### src/rtl/dlx_pkg.sv
// -----------------------------------------------------------------------------
// dlx_pkg
// Shared definitions for the DLX execute stage:
//   - WIDTH            datapath width (32 only)
//   - ALU_* constants  4-bit alu_op encodings
//   - mul_state_e      multiplier FSM states
//   - exmem_t          contents of the EX/MEM boundary register
//   - mul_ctrl_t       instruction controls held for the duration of a multiply
//   - is_mul_op()      true for the two multiplier op codes
// -----------------------------------------------------------------------------
package dlx_pkg;

  localparam int WIDTH = 32;

  localparam logic [3:0] ALU_ADD   = 4'd0;
  localparam logic [3:0] ALU_SUB   = 4'd1;
  localparam logic [3:0] ALU_AND   = 4'd2;
  localparam logic [3:0] ALU_OR    = 4'd3;
  localparam logic [3:0] ALU_XOR   = 4'd4;
  localparam logic [3:0] ALU_SLL   = 4'd5;
  localparam logic [3:0] ALU_SRL   = 4'd6;
  localparam logic [3:0] ALU_SRA   = 4'd7;
  localparam logic [3:0] ALU_SLT   = 4'd8;
  localparam logic [3:0] ALU_SLTU  = 4'd9;
  localparam logic [3:0] ALU_SEQ   = 4'd10;
  localparam logic [3:0] ALU_SNE   = 4'd11;
  localparam logic [3:0] ALU_LHI   = 4'd12;
  localparam logic [3:0] ALU_MUL   = 4'd13;
  localparam logic [3:0] ALU_MULHU = 4'd14;
  localparam logic [3:0] ALU_PASSB = 4'd15;

  typedef enum logic [1:0] {
    IDLE = 2'd0,
    BUSY = 2'd1,
    DONE = 2'd2
  } mul_state_e;

  typedef struct packed {
    logic             valid;
    logic [WIDTH-1:0] addr;
    logic [WIDTH-1:0] din;
    logic             cs;
    logic             oe;
    logic             we;
    logic [1:0]       load_byte;
    logic             mem_to_reg;
    logic             reg_write;
    logic [4:0]       towrite;
  } exmem_t;

  typedef struct packed {
    logic [WIDTH-1:0] din;
    logic             mem_read;
    logic             mem_write;
    logic             reg_write;
    logic [1:0]       load_byte;
    logic [4:0]       towrite;
    logic             high;      // 1: MULHU, return product[63:32]
  } mul_ctrl_t;

  function automatic logic is_mul_op(input logic [3:0] op);
    return (op == ALU_MUL) || (op == ALU_MULHU);
  endfunction

endpackage

### src/rtl/ex_mul_seq.sv
// -----------------------------------------------------------------------------
// ex_mul_seq
// Iterative shift-add multiplier, one partial product per cycle.
// Ports:
//   clk, reset      rising-edge clock, synchronous active-high reset
//   start           accept op_a/op_b (only honoured in IDLE)
//   op_a, op_b      multiplicand / multiplier
//   busy            accumulating (MUL_CYCLES cycles)
//   done            one-cycle state in which product is final
//   product         2*WIDTH-bit unsigned product (accumulator)
// Built only when DLX_MUL_EN is defined.
// -----------------------------------------------------------------------------
module ex_mul_seq #(
  parameter int WIDTH      = 32,
  parameter int MUL_CYCLES = 32
) (
  input  logic               clk,
  input  logic               reset,
  input  logic               start,
  input  logic [WIDTH-1:0]   op_a,
  input  logic [WIDTH-1:0]   op_b,
  output logic               busy,
  output logic               done,
  output logic [2*WIDTH-1:0] product
);
  import dlx_pkg::*;

  localparam int CNT_W = $clog2(MUL_CYCLES);
  localparam logic [CNT_W-1:0] CNT_LAST = CNT_W'(MUL_CYCLES - 1);

  mul_state_e         state_q;
  logic [CNT_W-1:0]   cnt_q;
  logic [WIDTH-1:0]   mcand_q;
  logic [WIDTH-1:0]   mplier_q;
  logic [2*WIDTH-1:0] acc_q;
  logic [2*WIDTH-1:0] acc_d;
  logic [2*WIDTH-1:0] addend_s;

  // Next accumulator value: add the shifted multiplier when this multiplicand bit is set.
  always_comb begin
    addend_s = {{WIDTH{1'b0}}, mplier_q} << cnt_q;
    if (mcand_q[cnt_q]) begin
      acc_d = acc_q + addend_s;
    end else begin
      acc_d = acc_q;
    end
  end

  // Multiplier FSM: IDLE -> BUSY (MUL_CYCLES iterations) -> DONE -> IDLE.
  always_ff @(posedge clk) begin
    if (reset) begin
      state_q  <= IDLE;
      cnt_q    <= '0;
      mcand_q  <= '0;
      mplier_q <= '0;
      acc_q    <= '0;
    end else begin
      case (state_q)
        IDLE: begin
          if (start) begin
            mcand_q  <= op_a;
            mplier_q <= op_b;
            acc_q    <= '0;
            cnt_q    <= '0;
            state_q  <= BUSY;
          end
        end
        BUSY: begin
          acc_q <= acc_d;
          cnt_q <= cnt_q + CNT_W'(1);
          if (cnt_q == CNT_LAST) begin
            state_q <= DONE;
          end
        end
        DONE: begin
          state_q <= IDLE;
        end
        default: begin
          state_q <= IDLE;
        end
      endcase
    end
  end

  assign busy    = (state_q == BUSY);
  assign done    = (state_q == DONE);
  assign product = acc_q;

endmodule

### src/rtl/ex_stage.sv
// -----------------------------------------------------------------------------
// ex_stage
// DLX execute stage: ALU plus the EX/MEM boundary register feeding Mem_stage.
// Optional iterative multiplier (macro DLX_MUL_EN): while a multiply runs the
// front end is stalled and EX/MEM carries bubbles. Without DLX_MUL_EN the MUL
// and MULHU op codes produce 0 in a single cycle and stall_ex is tied low.
// Ports:
//   clk, reset                       clock, synchronous active-high reset
//   valid_id, alu_op, use_imm        decoded instruction and operand-B select
//   a, b, imm                        operands (imm already sign-extended)
//   mem_read_id, mem_write_id,
//   reg_write_id, load_byte_id,
//   towrite_id                       memory / write-back controls from decode
//   stall_ex                         combinational hold request to IF/ID
//   valid_ex, addr, din, cs, oe, we,
//   load_byte, MemtoReg_ex,
//   RegWrite_ex, towrite_ex          registered EX/MEM outputs
// -----------------------------------------------------------------------------
module ex_stage #(
  parameter int WIDTH      = 32,
  parameter int MUL_CYCLES = 32
) (
  input  logic             clk,
  input  logic             reset,
  input  logic             valid_id,
  input  logic [3:0]       alu_op,
  input  logic             use_imm,
  input  logic [WIDTH-1:0] a,
  input  logic [WIDTH-1:0] b,
  input  logic [WIDTH-1:0] imm,
  input  logic             mem_read_id,
  input  logic             mem_write_id,
  input  logic             reg_write_id,
  input  logic [1:0]       load_byte_id,
  input  logic [4:0]       towrite_id,
  output logic             stall_ex,
  output logic             valid_ex,
  output logic [WIDTH-1:0] addr,
  output logic [WIDTH-1:0] din,
  output logic             cs,
  output logic             oe,
  output logic             we,
  output logic [1:0]       load_byte,
  output logic             MemtoReg_ex,
  output logic             RegWrite_ex,
  output logic [4:0]       towrite_ex
);
  import dlx_pkg::*;

  logic [WIDTH-1:0] opb_s;
  logic [4:0]       shamt_s;
  logic [WIDTH-1:0] alu_res_s;
  exmem_t           single_s;
  exmem_t           exmem_d;
  exmem_t           exmem_q;

  assign opb_s   = use_imm ? imm : b;
  assign shamt_s = opb_s[4:0];

  // Single-cycle ALU; multiply op codes yield 0 here and are overridden by the multiplier path.
  always_comb begin
    alu_res_s = '0;
    case (alu_op)
      ALU_ADD:   alu_res_s = a + opb_s;
      ALU_SUB:   alu_res_s = a - opb_s;
      ALU_AND:   alu_res_s = a & opb_s;
      ALU_OR:    alu_res_s = a | opb_s;
      ALU_XOR:   alu_res_s = a ^ opb_s;
      ALU_SLL:   alu_res_s = a << shamt_s;
      ALU_SRL:   alu_res_s = a >> shamt_s;
      ALU_SRA:   alu_res_s = $signed(a) >>> shamt_s;
      ALU_SLT:   alu_res_s = {{(WIDTH-1){1'b0}}, ($signed(a) < $signed(opb_s))};
      ALU_SLTU:  alu_res_s = {{(WIDTH-1){1'b0}}, (a < opb_s)};
      ALU_SEQ:   alu_res_s = {{(WIDTH-1){1'b0}}, (a == opb_s)};
      ALU_SNE:   alu_res_s = {{(WIDTH-1){1'b0}}, (a != opb_s)};
      ALU_LHI:   alu_res_s = opb_s << 5'd16;
      ALU_MUL:   alu_res_s = '0;
      ALU_MULHU: alu_res_s = '0;
      ALU_PASSB: alu_res_s = opb_s;
      default:   alu_res_s = '0;
    endcase
  end

  // EX/MEM contents for a single-cycle instruction taken straight from decode.
  always_comb begin
    single_s            = '0;
    single_s.valid      = 1'b1;
    single_s.addr       = alu_res_s;
    single_s.din        = b;
    single_s.cs         = mem_read_id | mem_write_id;
    single_s.oe         = mem_read_id | mem_write_id;
    single_s.we         = mem_write_id;
    single_s.load_byte  = load_byte_id;
    single_s.mem_to_reg = mem_read_id;
    single_s.reg_write  = reg_write_id;
    single_s.towrite    = towrite_id;
  end

`ifdef DLX_MUL_EN
  logic               is_mul_s;
  logic               mul_start_s;
  logic               mul_busy_s;
  logic               mul_done_s;
  logic [2*WIDTH-1:0] mul_product_s;
  mul_ctrl_t          ctrl_d;
  mul_ctrl_t          ctrl_q;
  exmem_t             mul_res_s;

  assign is_mul_s    = is_mul_op(alu_op);
  // Accept only from IDLE; the instruction is re-presented during BUSY and must not restart it.
  assign mul_start_s = valid_id & is_mul_s & ~mul_busy_s & ~mul_done_s;
  assign stall_ex    = valid_id & is_mul_s & ~mul_done_s;

  ex_mul_seq #(
    .WIDTH     (WIDTH),
    .MUL_CYCLES(MUL_CYCLES)
  ) u_mul (
    .clk    (clk),
    .reset  (reset),
    .start  (mul_start_s),
    .op_a   (a),
    .op_b   (opb_s),
    .busy   (mul_busy_s),
    .done   (mul_done_s),
    .product(mul_product_s)
  );

  // Capture the multiply's controls at acceptance; this copy is the one written back.
  always_comb begin
    ctrl_d = ctrl_q;
    if (mul_start_s) begin
      ctrl_d.din       = b;
      ctrl_d.mem_read  = mem_read_id;
      ctrl_d.mem_write = mem_write_id;
      ctrl_d.reg_write = reg_write_id;
      ctrl_d.load_byte = load_byte_id;
      ctrl_d.towrite   = towrite_id;
      ctrl_d.high      = (alu_op == ALU_MULHU);
    end else begin
      ctrl_d = ctrl_q;
    end
  end

  // Held multiply controls.
  always_ff @(posedge clk) begin
    if (reset) begin
      ctrl_q <= '0;
    end else begin
      ctrl_q <= ctrl_d;
    end
  end

  // EX/MEM contents when the multiplier finishes.
  always_comb begin
    mul_res_s            = '0;
    mul_res_s.valid      = 1'b1;
    if (ctrl_q.high) begin
      mul_res_s.addr = mul_product_s[2*WIDTH-1:WIDTH];
    end else begin
      mul_res_s.addr = mul_product_s[WIDTH-1:0];
    end
    mul_res_s.din        = ctrl_q.din;
    mul_res_s.cs         = ctrl_q.mem_read | ctrl_q.mem_write;
    mul_res_s.oe         = ctrl_q.mem_read | ctrl_q.mem_write;
    mul_res_s.we         = ctrl_q.mem_write;
    mul_res_s.load_byte  = ctrl_q.load_byte;
    mul_res_s.mem_to_reg = ctrl_q.mem_read;
    mul_res_s.reg_write  = ctrl_q.reg_write;
    mul_res_s.towrite    = ctrl_q.towrite;
  end

  // EX/MEM next value: DONE wins regardless of valid_id; accept and BUSY send bubbles.
  always_comb begin
    exmem_d = '0;
    if (mul_done_s) begin
      exmem_d = mul_res_s;
    end else if (valid_id && !mul_start_s && !mul_busy_s) begin
      exmem_d = single_s;
    end else begin
      exmem_d = '0;
    end
  end
`else
  assign stall_ex = 1'b0;

  // EX/MEM next value: every valid instruction completes in one cycle.
  always_comb begin
    exmem_d = '0;
    if (valid_id) begin
      exmem_d = single_s;
    end else begin
      exmem_d = '0;
    end
  end
`endif

  // EX/MEM boundary register.
  always_ff @(posedge clk) begin
    if (reset) begin
      exmem_q <= '0;
    end else begin
      exmem_q <= exmem_d;
    end
  end

  assign valid_ex    = exmem_q.valid;
  assign addr        = exmem_q.addr;
  assign din         = exmem_q.din;
  assign cs          = exmem_q.cs;
  assign oe          = exmem_q.oe;
  assign we          = exmem_q.we;
  assign load_byte   = exmem_q.load_byte;
  assign MemtoReg_ex = exmem_q.mem_to_reg;
  assign RegWrite_ex = exmem_q.reg_write;
  assign towrite_ex  = exmem_q.towrite;

endmodule

### config.mk
export PLATFORM = sky130hd
export DESIGN_NAME = ex_stage
export DESIGN_NICKNAME = d
export VERILOG_FILES = /design/src/rtl/dlx_pkg.sv /design/src/rtl/ex_mul_seq.sv /design/src/rtl/ex_stage.sv
export SDC_FILE = /design/constraint.sdc
export NUM_CORES = 1
export LEC_CHECK = 0
export ABC_CLOCK_PERIOD_IN_PS = 4400
export BUFFER_PORTS_ARGS = -buffer_cell sky130_fd_sc_hd__buf_4
export CAP_MARGIN = 10
export CORE_MARGIN = 3
export CORE_UTILIZATION = 30
export DETAILED_ROUTE_END_ITERATION = 16
export PLACE_DENSITY = 0.57
export SYNTH_ARGS = -nofsm -noshare
export SYNTH_HDL_FRONTEND = slang
export SYNTH_SLANG_ARGS = --single-unit
### constraint.sdc
create_clock -name clk -period 4.4 [get_ports clk]
set_input_delay 0.22 -clock clk [delete_from_list [all_inputs] [get_ports clk]]
set_output_delay 0.22 -clock clk [all_outputs]
set_load 0.01 [all_outputs]
Word level (Yosys, flattened, before mapping)
Cells that the tools add are included.
{"block": "op_classes", "multipliers": 0, "mux": 3, "shift": 3, "n_lt_le_gt_ge": 2, "n_bitwise": 5, "n_eq_ne": 17, "n_reduce_logical": 3, "div": 0, "addsub": 2}
{"operator": "$pmux 32 s15", "n": 1}
{"operator": "$mux 77", "n": 1}
{"operator": "$lt 32x32->1", "n": 2}
{"operator": "$add 32x32->32", "n": 1}
{"operator": "$and 32x32->32", "n": 1}
{"operator": "$eq 32x32->1", "n": 1}
{"operator": "$eq 4x4->1 const B", "n": 8}
{"operator": "$mux 32", "n": 1}
{"operator": "$ne 32x32->1", "n": 1}
{"operator": "$or 32x32->32", "n": 1}
{"operator": "$shl 32x5->32", "n": 1}
{"operator": "$shr 32x5->32", "n": 1}
{"operator": "$sshr 32x5->32", "n": 1}
{"operator": "$sub 32x32->32", "n": 1}
{"operator": "$xor 32x32->32", "n": 1}
{"operator": "$eq 4x3->1 const B", "n": 4}
{"operator": "$eq 4x2->1 const B", "n": 2}
{"operator": "$eq 4x1->1 const B", "n": 1}
{"operator": "$logic_not 4->1", "n": 1}
{"operator": "$reduce_or 2->1", "n": 2}
{"operator": "$not 1->1", "n": 1}
{"operator": "$or 1x1->1", "n": 1}
{"block": "totals", "ramBits": 0, "input_bits": 114, "wordCells": 44, "mem_count": 0, "rom_bits": 0, "output_inout_bits": 78, "reg_bits": 76, "latchBits": 0}

Logic depth before layout (Yosys ltp)
Gate-level depths: netlist of run 1.
{"block": "logic_depth", "ltp_word": 4, "mapped_depth": 17, "depth_no_buf": 14}

Least setup slack after synthesis of run 1
OpenSTA, ideal clock, no wires.
{"block": "synth_path", "path_kind": "input -> register", "startpoint": "input use_imm", "endpoint": "register exmem_q, in the netlist addr[30]", "slack_ns": 0.601, "n_path_buf": 5, "stages": 17, "setup_ns": 0.133, "required_ns": 4.267, "arrival_ns": 3.667, "path_cell_list": "buf_6 > buf_2 > buf_2 > buf_2 > mux2_2 > inv_1 > ha_1 > clkbuf_1 > nor3_1 > nand2_1 > o211ai_1 > nor3_1 > a221oi_1 > a21oi_1 > mux2_2 > nand2_1 > a31oi_1"}
{"block": "synth_between", "elab_chain_cells": 3, "word_cells_on_any_way": 10, "classes_between": "add/sub (2); shift (3); mux (2); bitwise (3)"}
{"element": "start: declaration", "line": "ex_stage.sv:27", "rtl": "input logic use_imm,"}
{"element": "$mux 32 *", "line": "ex_stage.sv:57", "rtl": "assign opb_s = use_imm ? imm : b;"}
{"element": "$sub 32x32->32 (tied with other cells)", "line": "ex_stage.sv:65", "rtl": "ALU_SUB: alu_res_s = a - opb_s;"}
{"element": "$pmux 32 s15 *", "line": "ex_stage.sv:63", "rtl": "case (alu_op)"}
{"element": "end signal: assignment", "line": "ex_stage.sv:202", "rtl": "exmem_q <= exmem_d;"}
{"element": "end: declaration", "line": "ex_stage.sv:55", "rtl": "exmem_t exmem_q;"}
Mark *: on every way between the ends. The rest lies on a longest branch, timed or not.
A chain may end at the register's enable or synchronous reset.

Worst setup path after layout of run 1
{"block": "layout_path", "startpoint": "input use_imm", "endpoint": "register exmem_q, in the netlist addr[26]"}
The elaborated chain is that of the path after synthesis.

==> run_results.csv, run 1 <==
group,metric,value,unit
status,status,"complete, no violations",
die,start_util,30.5,%
power_and_ir_drop,power_density,243,nW/um^2
synthesis,synth_cells,1635,
clock_network,clock_sinks,76,
power_and_ir_drop,seqPwrFrac,21.2,%
die,ios,192,
route,drt_iter0_markers,1721,
timing,tns,0,ns
route,drc,0,
synthesis,synth_area,11800,um^2
route,wirelength,65.3,mm
placed_design,port_buffers,190,
clock_network,clk_pin_slew_worst_paths,0.07,ns
hold_path,min-delay-start,"towrite_id[1]",
hold_path,holdPathEnd,"towrite_ex[1]",
hold_path,hold_path.class,"in -> reg",
clock_network,cts_buffer_depth,2,
cells_and_area,utilization,36.7,%
global_route,use_met3,7.63,%
global_route,overflow,0,
global_route,grt_usage,30.1,%
timing,fin_crit_sh,91.5,%
power_and_ir_drop,intPower,1820,uW
setup_path,crit_path_frequent_cell,"a21oi_1",
power_and_ir_drop,clkPwrFrac,22.3,%
power_and_ir_drop,p_leak,0.00626,uW
setup_path,arrival,4.24,ns
die,die_h,205,um
power_and_ir_drop,swShare,47.3,%
global_route,met1_usage,39.5,%
cells_and_area,instances_no_fill,2310,
setup_path,worstPathMaxFanout,28,
cells_and_area,final_common_cell,"buf_4",
cells_and_area,final_cell_mix,"buf_4 (257), nand2_1 (142), a21oi_1 (140), mux2i_1 (135), nor2_1 (123)",
setup_path,required,4.61,ns
timing,final_max_slew_viol_count,0,
global_route,grt_pass1_vias,13651,
clock_network,cts.repair.resized,0,
setup_path,endpoint_kind,"flop",
synthesis,synthesis.nets,1854,
setup_path,crit_buf_inv,2,
setup_path,path_class,"in -> reg",
placed_design,routabilityCongestion,1.03,
synthesis,async_flop_share,0,%
setup_path,crit_cells,13,
route,drt-vias-per-instance,6.18,
timing,rsz0062_at_grt,"no",
power_and_ir_drop,p_comb_share,56.5,%
global_route,grt_most_used_layer,"met2",
synthesis,ys_seq_elements,76,
route,drt-wirelength-per-cell,28.3,um
route,drt_pass1_iterations,7,
die,die_w,205,um
die,row_count,72,
timing,tightest_slew,0.914,ns
timing,setup_viol,0,
clock_network,cts_setup_buffers,0,
synthesis,synth_top_cell_by_area,"dfxtp_1",
timing,period_minus_slack,4.03,ns
run,maxCapViolations,0,
cells_and_area,area_growth,20.2,%
synthesis,yosysWarnings,0,
setup_path,cpPeakStageDelay,0.65,ns
clock_network,cts_tree,"done",
route,drtAntennaViolNets,0,
synthesis,synth.distinct_cells,80,
setup_path,cp-startpoint,"use_imm",
setup_path,critPathTopFamily,"compound AO/OA/AOI/OAI gates",
route,vias,14277,
global_route,use_met2,46.2,%
hold_path,hold_depth,2,
die,die_area,41900,um^2
synthesis,syn_avg_cell_area,7.24,um^2
synthesis,synth_flop_cell,"dfxtp_1",
power_and_ir_drop,power.switching,1630,uW
global_route,grt_max_degree,59,
timing,max_freq,248,MHz
synthesis,ys_top_cells_by_area,"dfxtp_1 (13%), mux2i_1 (11%), ha_1 (11%)",
placed_design,hpwl,50.9,mm
clock_network,ctsHoldBuffers,0,
setup_path,path_cells,"buf_4 -> buf_12 -> mux2i_1 -> ha_1 -> nor2_1 -> nand2_1 -> nor3_1 -> a21oi_1 -> a221oi_1 -> a31oi_1 -> xnor2_1 -> a21oi_1 -> a21oi_1",
clock_network,cts-buffers-inserted,9,
clock_network,htree_levels,3,
setup_path,start_kind,"input pin",
clock_network,root_buffer,"clkbuf_16",
timing,hold_viol,0,
setup_path,cp_slowest_cell,"a221oi_1",
synthesis,synth_top_area_share,12.8,%
power_and_ir_drop,ir_worst_vdd,201,uV
cells_and_area,fin_nets,2005,
global_route,antenna_found_initial,0,
cells_and_area,drive_gt1_share,18.8,%
synthesis,ys_seq_area_share,12.8,%
placed_design,dp_cells,2293,
die,core-area,38800,um^2
global_route,grt_pass1_wl,94.2,mm
synthesis,synth_edf_count,0,
timing,maxSlewHeadroom,38.9,%
-- state kept, by name (all words and copies together), names as in the netlist, 2 cells and up --
register    cells
din            32
towrite_ex      5
addr           32
load_byte       2
-- logic make-up (layout without fill, tap and decap cells) --
kind of cell,after synthesis,count (layout),synth area share (%)
adders and majority gates,105,105,11.2
and+or+nand+nor,489,489,19.5
DFF,76,76,12.8
xor gates and xnor gates,34,34,2.51
other,1,2,0.0317
AOI/OAI and AO/OA,541,541,29.4
muxes,169,169,16.5
buffers and inverters,220,376,8.01
-- layout make-up --
class                   instances  area, um^2
clock buffers                  10         239
flip-flops and latches         76        1520
inverters                     100         378
well taps                     518         648
repair buffers                260        1990
diodes                          1        2.50
multi-input cells            1339        9410
clock inverters                 6        45.0
fillers                      4157       24600
-- how the worst max path moves through the flow --
stage / slack (ns) / end
global placement: 0.18 / addr[30]
detailed placement: 0.10 / addr[30]
finish: 0.37 / addr[26]
CTS: 0.48 / addr[30]
floorplan: 0.60 / addr[30]
global route: 0.17 / addr[30]
-- Yosys cell counts (28+ instances only) --
library cell / number
a211oi_1: 33
a21oi_1: 140
a31oi_1: 28
and2_1: 49
buf_2: 39
clkbuf_1: 64
dfxtp_1: 76
ha_1: 103
inv_1: 95
mux2i_1: 136
nand2_1: 142
nand3_1: 32
nor2_1: 124
nor3_1: 55
o21ai_0: 107
o22ai_1: 50
xnor2_1: 29
-- metrics by stage --
step	hold slack (ns)	total power, uW	worst slack [ns]	area (um^2)
2_1_floorplan	0.342	1900	0.601	11800
3_3_place_gp	0.421	2640	0.180	13900
3_5_place_dp	0.425	2630	0.102	13900
4_1_cts	0.0491	3410	0.479	14200
5_1_grt	0.0518	3610	0.168	14200
6_report	0.0460	3450	0.374	14200
-- per-layer routing --
| metal | wire length, um | vias up |
|---|---|---|
| li1 | - | 6321 |
| met1 | 27200 | 6884 |
| met4 | 3480 | 4 |
| met2 | 28100 | 882 |
| met3 | 6530 | 186 |
| met5 | 64 | - |
-- power by group through the flow --
stage	logic, uW	registers (uW)	clock network (uW)
final	1950	734	771
after global routing	2060	736	815
after CTS	1890	734	778
after detailed placement	1880	749	0
after global placement	1900	749	0
after floorplan	1140	762	0
Note: power is estimated with default switching activity, not from simulation.
==> run 2: changes to the inputs <==
ABC_CLOCK_PERIOD_IN_PS = 3370   (was 4400)
MAX_ROUTING_LAYER = met4   (was not set)
PLACE_DENSITY = 0.58   (was 0.57)
clock period = 3.37 ns   (was 4.4 ns; I/O delays follow)
==> run_results.csv, run 2 (same netlist as run 1, synthesis figures left out) <==
group,metric,value,unit
cells_and_area,fin_nets,2292,
timing,max_freq,304,MHz
route,drc,0,
die,die_area,41900,um^2
route,vias,15204,
setup_path,crit_path_end,"addr[2]",
route,drt-vias-per-instance,5.85,
global_route,grt_pass1_vias,14600,
timing,hold_viol,0,
timing,maxSlewHeadroom,23.5,%
setup_path,worstPathMaxFanout,27,
clock_network,cts_buffer_depth,2,
die,die_w,205,um
die,ios,192,
placed_design,hpwl,54.1,mm
hold_path,hold_path.class,"in -> reg",
clock_network,cts_tree,"done",
cells_and_area,drive_gt1_share,30.3,%
power_and_ir_drop,power_density,308,nW/um^2
timing,fin_crit_sh,97.7,%
cells_and_area,nFillCells,4069,
clock_network,root_buffer,"clkbuf_16",
status,status,"complete, no violations",
global_route,grt_pass1_wl,96.3,mm
timing,tns,0,ns
route,drt-wirelength-per-cell,25.8,um
placed_design,port_buffers,190,
die,start_util,30.5,%
power_and_ir_drop,ir_worst_vdd,244,uV
placed_design,dp_cells,2577,
cells_and_area,multiInputGateArea,9460,um^2
global_route,grt_usage,31.5,%
global_route,grt_max_degree,59,
clock_network,htree_levels,3,
setup_path,start_kind,"input pin",
timing,setup_viol,0,
run,maxCapViolations,0,
clock_network,clock_sinks,76,
timing,rsz0062_at_grt,"no",
cells_and_area,final_common_cell,"buf_4",
clock_network,clk_pin_slew_worst_paths,0.07,ns
global_route,antenna_found_initial,0,
cells_and_area,seq_area,1520,um^2
die,row_count,72,
cells_and_area,area_growth,39.4,%
setup_path,path_class,"in -> reg",
die,die_h,205,um
route,drt_pass1_iterations,5,
route,drt_iter0_markers,1589,
cells_and_area,utilization,42.5,%
route,wirelength,67.0,mm
setup_path,cp-startpoint,"use_imm",
die,core-area,38800,um^2
setup_path,arrival,3.52,ns
power_and_ir_drop,p_leak,0.00767,uW
cells_and_area,final_cell_mix,"buf_4 (538), nand2_1 (142), a21oi_1 (140), mux2i_1 (134), nor2_1 (124)",
global_route,overflow,0,
setup_path,required,3.60,ns
timing,final_max_slew_viol_count,0,
clock_network,cts-buffers-inserted,9,
timing,whs,0.00747,ns
placed_design,routabilityCongestion,1.06,
cells_and_area,instances_no_fill,2597,
timing,tightest_slew,1.14,ns
route,drtAntennaViolNets,0,
clock_network,cts_setup_buffers,0,
timing,period_minus_slack,3.29,ns
setup_path,endpoint_kind,"flop",
## run 2: changes by cell type in the layout (fill, tap and decap cells not counted), sizes merged
| cell | delta |
|---|---|
| dlygate4sd3 | +3 |
| bufinv | +1 |
| buf | +284 |
| clkinv | -3 |
| clkinvlp | +2 |
## run 2: cell type report
| type | instances | area share (%) |
|---|---|---|
| tap | 518 | 3.92 |
| antenna | 1 | 0.0152 |
| clock inverter | 6 | 0.432 |
| sequential | 76 | 9.21 |
| clock buffer | 10 | 1.45 |
| timing repair buffer | 547 | 25.4 |
| inverter | 100 | 2.29 |
| multi-input combinational | 1339 | 57.3 |
## run 2: where the power goes
part | switching (uW) | total [uW] | internal, uW
combinational | 1760 | 3070 | 1310
clock | 464 | 1070 | 602
sequential | 14.8 | 956 | 941
total | 2240 | 5090 | 2850
## run 2: worst min-delay path by stage
stage,slack [ns],end,depth (start not counted),startpoint
final,0.007,towrite_ex[1],2,towrite_id[1]
after floorplan,0.29,RegWrite_ex,1,reg_write_id
after global routing,0.01,din[20],2,b[20]
after CTS,0.0007,towrite_ex[1],2,towrite_id[1]
after detailed placement,0.37,load_byte[0],2,load_byte_id[0]
after global placement,0.37,load_byte[1],2,load_byte_id[1]
## run 2: critical path, stage by stage
cell	delay [ns]
buf_4	0.18
mux2i_4	0.40
buf_4	0.26
inv_2	0.08
buf_12	0.17
mux2i_1	0.14
buf_4	0.16
nor2_1	0.08
a21oi_1	0.06
o21ai_0	0.89
o311ai_0	0.24
buf_4	0.19
a221oi_1	0.36
a211oi_1	0.11
## run 2: layer usage
layer	track usage [%]	wire, um	share of wire [%]
met5	-	0	0
met4	12.0	2970	4.4
met3	5.39	5830	8.7
met2	49.1	29900	45
met1	40.9	28300	42
## run 2: per-stage QoR
| step | total power (uW) | setup WS (ns) | area [um^2] |
|---|---|---|---|
| CTS | 5040 | 0.0498 | 16500 |
| floorplan | 2490 | 0.00144 | 11900 |
| global placement | 3950 | -0.370 | 16100 |
| global route | 5320 | 0.0261 | 16500 |
| detailed placement | 3940 | -0.539 | 16100 |
| finish | 5090 | 0.0773 | 16500 |
## run 2: what timing repair did
action / 4_1_cts / 5_1_grt
hold buffers: 3 / 0
setup endpoints to repair: 2 / 12
pin swaps: 0 / 0
gates resized for setup: 2 / 6
endpoints found under the hold margin: 3 / 0
